**src/rtl/mem_pkg.sv**
```systemverilog
// Shared types and default constants for the wait-state memory responder.
package mem_pkg;

  typedef enum logic [1:0] {
    S_IDLE = 2'd0,
    S_WAIT = 2'd1,
    S_RESP = 2'd2
  } state_t;

  localparam int DEF_ADDR_W      = 8;
  localparam int DEF_DATA_W      = 16;
  localparam int DEF_WAIT_CYCLES = 1;

endpackage

```
**src/rtl/mem_array.sv**
```systemverilog
// Single-port word storage: synchronous write, combinational read, no reset.
module mem_array #(
  parameter int ADDR_W = 8,
  parameter int DATA_W = 16
) (
  input  logic              clk,
  input  logic              we,
  input  logic [ADDR_W-1:0] addr,
  input  logic [DATA_W-1:0] wdata,
  output logic [DATA_W-1:0] rdata
);

  logic [DATA_W-1:0] mem [2**ADDR_W];

  always_ff @(posedge clk) begin
    if (we) mem[addr] <= wdata;
  end

  assign rdata = mem[addr];

endmodule

```
**src/rtl/mem_responder.sv**
```systemverilog
// Request/response memory slave with WAIT_CYCLES wait states per access.
// Optional preload port enabled by defining MEM_RESPONDER_LOAD_EN.
//
// state  | meaning
// S_IDLE | ready for a request (or a preload write)
// S_WAIT | counting wait states for the captured request
// S_RESP | response held until rsp_ready
module mem_responder
  import mem_pkg::*;
#(
  parameter int ADDR_W      = DEF_ADDR_W,
  parameter int DATA_W      = DEF_DATA_W,
  parameter int WAIT_CYCLES = DEF_WAIT_CYCLES
) (
  input  logic              clk,
  input  logic              rst_n,
  input  logic              req_valid,
  input  logic              req_we,
  input  logic [ADDR_W-1:0] req_addr,
  input  logic [DATA_W-1:0] req_wdata,
  output logic              req_ready,
  output logic              rsp_valid,
  input  logic              rsp_ready,
`ifdef MEM_RESPONDER_LOAD_EN
  input  logic              load_we,
  input  logic [ADDR_W-1:0] load_addr,
  input  logic [DATA_W-1:0] load_wdata,
`endif
  output logic [DATA_W-1:0] rsp_rdata,
  output logic              rsp_we
);

  localparam logic [3:0] WAIT_LOAD = (WAIT_CYCLES > 0) ? 4'(WAIT_CYCLES - 1) : 4'd0;

  state_t            state, state_nxt;
  logic [3:0]        cnt, cnt_nxt;
  logic              cap_we, cap_we_nxt;
  logic [ADDR_W-1:0] cap_addr, cap_addr_nxt;
  logic [DATA_W-1:0] cap_wdata, cap_wdata_nxt;
  logic [DATA_W-1:0] rsp_rdata_nxt;
  logic              rsp_we_nxt;
  logic              accept;
  logic              load_go;
  logic              mem_we;
  logic [ADDR_W-1:0] mem_addr;
  logic [DATA_W-1:0] mem_wdata;
  logic [DATA_W-1:0] mem_rdata;

`ifdef MEM_RESPONDER_LOAD_EN
  assign load_go   = load_we && (state == S_IDLE);
  assign req_ready = (state == S_IDLE) && !load_we;
`else
  assign load_go   = 1'b0;
  assign req_ready = (state == S_IDLE);
`endif

  assign accept    = req_valid && req_ready;
  assign rsp_valid = (state == S_RESP);

  // Memory port mux kept apart from the FSM so the read path has no feedback.
  always_comb begin
    mem_we    = 1'b0;
    mem_addr  = cap_addr;
    mem_wdata = cap_wdata;
    if (state == S_IDLE) begin
      if (load_go) begin
`ifdef MEM_RESPONDER_LOAD_EN
        mem_we    = 1'b1;
        mem_addr  = load_addr;
        mem_wdata = load_wdata;
`endif
      end else begin
        mem_addr  = req_addr;
        mem_wdata = req_wdata;
        mem_we    = accept && req_we && (WAIT_CYCLES == 0);
      end
    end else if (state == S_WAIT) begin
      mem_we = cap_we && (cnt == 4'd0);
    end
  end

  always_comb begin
    state_nxt     = state;
    cnt_nxt       = cnt;
    cap_we_nxt    = cap_we;
    cap_addr_nxt  = cap_addr;
    cap_wdata_nxt = cap_wdata;
    rsp_rdata_nxt = rsp_rdata;
    rsp_we_nxt    = rsp_we;
    case (state)
      S_IDLE: begin
        if (accept) begin
          cap_we_nxt    = req_we;
          cap_addr_nxt  = req_addr;
          cap_wdata_nxt = req_wdata;
          if (WAIT_CYCLES == 0) begin
            state_nxt     = S_RESP;
            rsp_we_nxt    = req_we;
            rsp_rdata_nxt = req_we ? '0 : mem_rdata;
          end else begin
            state_nxt = S_WAIT;
            cnt_nxt   = WAIT_LOAD;
          end
        end
      end
      S_WAIT: begin
        if (cnt == 4'd0) begin
          state_nxt     = S_RESP;
          rsp_we_nxt    = cap_we;
          rsp_rdata_nxt = cap_we ? '0 : mem_rdata;
        end else begin
          cnt_nxt = cnt - 4'd1;
        end
      end
      S_RESP: begin
        if (rsp_ready) state_nxt = S_IDLE;
      end
      default: state_nxt = S_IDLE;
    endcase
  end

  always_ff @(posedge clk) begin
    if (!rst_n) begin
      state     <= S_IDLE;
      cnt       <= 4'd0;
      cap_we    <= 1'b0;
      cap_addr  <= '0;
      cap_wdata <= '0;
      rsp_rdata <= '0;
      rsp_we    <= 1'b0;
    end else begin
      state     <= state_nxt;
      cnt       <= cnt_nxt;
      cap_we    <= cap_we_nxt;
      cap_addr  <= cap_addr_nxt;
      cap_wdata <= cap_wdata_nxt;
      rsp_rdata <= rsp_rdata_nxt;
      rsp_we    <= rsp_we_nxt;
    end
  end

  // A reset edge must never commit an in-flight write.
  mem_array #(
    .ADDR_W(ADDR_W),
    .DATA_W(DATA_W)
  ) u_mem (
    .clk  (clk),
    .we   (mem_we && rst_n),
    .addr (mem_addr),
    .wdata(mem_wdata),
    .rdata(mem_rdata)
  );

endmodule

```
**config.mk**
```make
export PLATFORM = sky130hd
export DESIGN_NAME = mem_responder
export DESIGN_NICKNAME = d
export VERILOG_FILES = /design/src/rtl/mem_pkg.sv /design/src/rtl/mem_array.sv /design/src/rtl/mem_responder.sv
export SDC_FILE = /design/constraint.sdc
export NUM_CORES = 2
export LEC_CHECK = 0
export CAP_MARGIN = 20
export CORE_MARGIN = 8
export CORE_UTILIZATION = 40
export DETAILED_ROUTE_END_ITERATION = 6
export SLEW_MARGIN = 30
export SYNTH_ARGS = -nofsm -noshare
export SYNTH_HDL_FRONTEND = slang
export SYNTH_SLANG_ARGS = --single-unit
```
**constraint.sdc**
```tcl
create_clock -name clk -period 17.49 [get_ports clk]
set_input_delay 1.749 -clock clk [delete_from_list [all_inputs] [get_ports clk]]
set_output_delay 1.749 -clock clk [all_outputs]
set_load 0.05 [all_outputs]
```
==> summary.txt <==
Critical path
  – Cells on worst reg2reg path: 14
  – RR Startpoint: state[1]$_SDFFE_PN0P_
  – Critical path class: in -> reg
  – CP required: around 18,000 ps
  – Cell family with most CP delay: buffers and inverters
  – Crit. path cell count: 14
  – CP dominant cell by count: buf_4
  – Nature of the critical path startpoint: primary input
  – Reg2reg setup slack: around 11,000 ps
  – Crit path arrival time: slightly above 8000 ps
  – Sequence of cells on the critical path: clkdlybuf4s50_1 -> nor4b_1 -> a31oi_4 -> buf_4 -> buf_12 -> buf_4 -> buf_4 -> o22ai_1 -> o21ai_0 -> a41oi_1 -> o21ai_0 -> nand4_1 -> nand3b_1 -> a21boi_1
  – Reg2reg end: rsp_rdata[2]$_SDFFE_PN0P_
  – Buffer and inverter count on the worst path: 5
  – Worst path slowest cell: buf_4
  – CP startpoint: req_addr[0]
  – CP endpoint kind: flop
  – Largest fanout on the critical path: around 170
  – End of the critical path: rsp_rdata[2]$_SDFFE_PN0P_
  – Worst path max stage delay: ~830 ps

GRT
  – Largest net degree at the start of global routing: a little over 200
  – GRT Residual Overflow: 0
  – First-pass GRT wire length: 634 mm
  – GR Util All Layers: 0.216
  – Vias in the first global route: between 80,000 and 90,000
  – Initial antenna violation count: 25

Logic synthesis
  – Commonest register cell after synthesis: edfxtp_1
  – Synth Warn #: 0
  – Synthesized flop and latch total: around 4,100
  – Synth top area share: 0.819
  – Synth area leaders: edfxtp_1 82%, o22ai_1 8.5%, o21ai_0 3.4%
  – Synthesized area per cell: about 17 um^2
  – Netlist cell types: 43
  – Fraction of registers with async set/reset: 0
  – Mapped Nets: 8,781
  – Seq/Total Area, Yosys: 0.826
  – Number of synthesized flops with an enable pin: 4,096
  – Synthesized instance count: 8,750
  – Largest area contributor in the netlist: edfxtp_1
  – Commonest cells in the netlist: 4,096 x edfxtp_1, 2,048 x o22ai_1, 1,021 x o21ai_0, 297 x clkbuf_1, 269 x buf_2
  – Synthesized cell area: about 150,000 um^2
  – Most numerous cell in the Yosys netlist: edfxtp_1

Routing
  – DRT antenna net count: 0
  – Vias: slightly below 90,000
  – Met3 WL: just under 50 mm
  – Avg WL per Cell: between 30 and 40 um
  – Initial DRC Count: roughly 14,000
  – Top routing layer used: met5
  – DRT Wirelength: about 450 mm
  – Residual DRC: 0
  – DR pass1 iterations: 6
  – Detail Route met2 WL: approximately 210 mm
  – Vias/cell: 6.23
  – Met1 Wirelength: around 170 mm

Die
  – I/O Pins: between 40 and 50
  – Core Area: 375,000 um^2
  – Initial Utilization: 0.401
  – Die H: approximately 630 um
  – Die area: a little under 400,000 um^2
  – Row cnt: roughly 230
  – Die Wd: 629 um

STA
  – Sum of negative setup slack: 0 ps
  – Min Tclk post-route: roughly 7400 ps
  – Final Skew: 49.2 ps
  – Final cycle utilization of the critical path: 0.425
  – Slew HR: 0.184
  – Final worst slack: around 10,000 ps
  – Fin. Hold Viols: 0
  – Worst-margin pin slew: about 1200 ps
  – Fmax: ~0.13 GHz
  – Fin. max-slew vios: 0
  – Final Setup Violations: 0
  – Unrepaired setup endpoints after global routing: no

Clock tree
  – Number of buffers created by CTS: about 410
  – CTS resizes: 0
  – Cts hold-fix bufs: 0
  – H-tree depth: 5
  – CTS tree: built
  – CTS clock-pin slew for the worst setup and hold paths: 60 ps
  – Clk sinks: a little over 4,000
  – Root buffer cell: clkbuf_16
  – Setup Fix Bufs, Post-CTS: 0
  – Clock Tree Buf Depth: 4
  – Worst-Skew Late Latency: 980 ps

Place
  – Detail Placement HPWL: ~250 mm
  – Place WS: roughly 9200 ps
  – PortBufs: 47
  – Routability-driven placement congestion ratio: roughly 0.83

Status
  – Outcome: finished clean

Power and ir drop
  – Worst vdd ir: slightly below 90 uV
  – Leak: 51.2 nW
  – Power Dens Cells: around 130 nW/um^2

Flow run
  – Max-Cap Viols: 0

Min path
  – Worst hold path type: reg -> reg

Final layout
  – Area growth, synth to finish: 14.3%
  – Register area: between 100,000 and 150,000 um^2
  – Multi-input logic area: ~24,000 um^2
  – Nets: about 9,000
  – FILL cells: ~31,000
  – Layout cells sized above 1: 0.122
[layout by cell type, fill, tap and decap left out, types with 11 or more instances in the layout]
cell type        instances
a21boi_0                26
a41oi_1                249
buf_12                  19
buf_4                  415
bufinv_16               35
clkbuf_1                94
clkbuf_16              411
clkdlybuf4s50_1         46
clkinv_1                95
clkinv_2                73
dfxtp_1                 48
edfxtp_1              4096
nand2_1                114
nand2_2                 12
nand2_4                 19
nand3_1                 12
nor2_1                 236
nor2_2                  22
nor2b_1                 11
o21ai_0               1019
o21ai_1                 19
o22ai_1               2048
o41ai_1                 21
o41ai_2                 22
[how the worst min path moves through the flow]
stage	cells past startpoint	start	slack (ps)	endpoint
final	2	cap_wdata[10]$_SDFFE_PN0P_	470	cap_wdata[10]$_SDFFE_PN0P_
after floorplan	2	cap_wdata[10]$_SDFFE_PN0P_	440	cap_wdata[10]$_SDFFE_PN0P_
after global placement	2	cap_wdata[1]$_SDFFE_PN0P_	450	cap_wdata[1]$_SDFFE_PN0P_
after global routing	2	cap_wdata[13]$_SDFFE_PN0P_	490	cap_wdata[13]$_SDFFE_PN0P_
after detailed placement	2	cap_wdata[10]$_SDFFE_PN0P_	460	cap_wdata[10]$_SDFFE_PN0P_
after CTS	2	cap_wdata[10]$_SDFFE_PN0P_	470	cap_wdata[10]$_SDFFE_PN0P_
[state kept, by name, indices dropped and copies added (netlist names)]
register   cells
state          2
u_mem.mem   4096
cap_addr       8
cnt            4
rsp_rdata     16
cap_wdata     16
cap_we         1
rsp_we         1
[final cells by class]
type | count | area share
antenna | 8 | 0.000117
clock buffer | 514 | 0.0627
clock inverter | 241 | 0.0140
inverter | 6 | 0.000131
multi-input combinational | 3946 | 0.140
sequential | 4144 | 0.722
tap | 4994 | 0.0364
timing repair buffer | 498 | 0.0249
[power by group]
group,internal [mW],switching (mW)
registers,11.1,0.0187
clock network,4.89,3.76
logic,0.373,1.31
[metrics by stage]
stage	cell area, um^2	hold slack [ps]	utilization	std cells	power, mW
3_3_place_gp	158000	453	0.422	13600	13.0
5_1_grt	172000	493	0.458	14300	22.0
3_5_place_dp	158000	464	0.422	13600	13.0
4_1_cts	171000	473	0.457	14300	21.5
2_1_floorplan	150000	444	-	8750	12.4
6_report	172000	468	0.458	14400	21.5
[cell families after synthesis]
logic type	synth area share
adders and majority gates	0.000167
AOI/OAI and AO/OA	0.140
buffers and inverters	0.0193
and+or+nand+nor	0.0141
xor gates and xnor gates	0.000117
DFF	0.826
muxes	0.000142
[layer usage]
layer | GRT usage | vias up
met2 | 0.345 | 5302
met5 | 0 | -
met4 | 0.0839 | 16
met1 | 0.292 | 46000
met3 | 0.0450 | 821
li1 | - | 37200
[worst min-delay path, stage by stage, from the launching register on]
cell and delay, ps:
dfxtp_1 310, nand2_1 50, a21boi_0 70
Power figures use the tool's default switching activity.
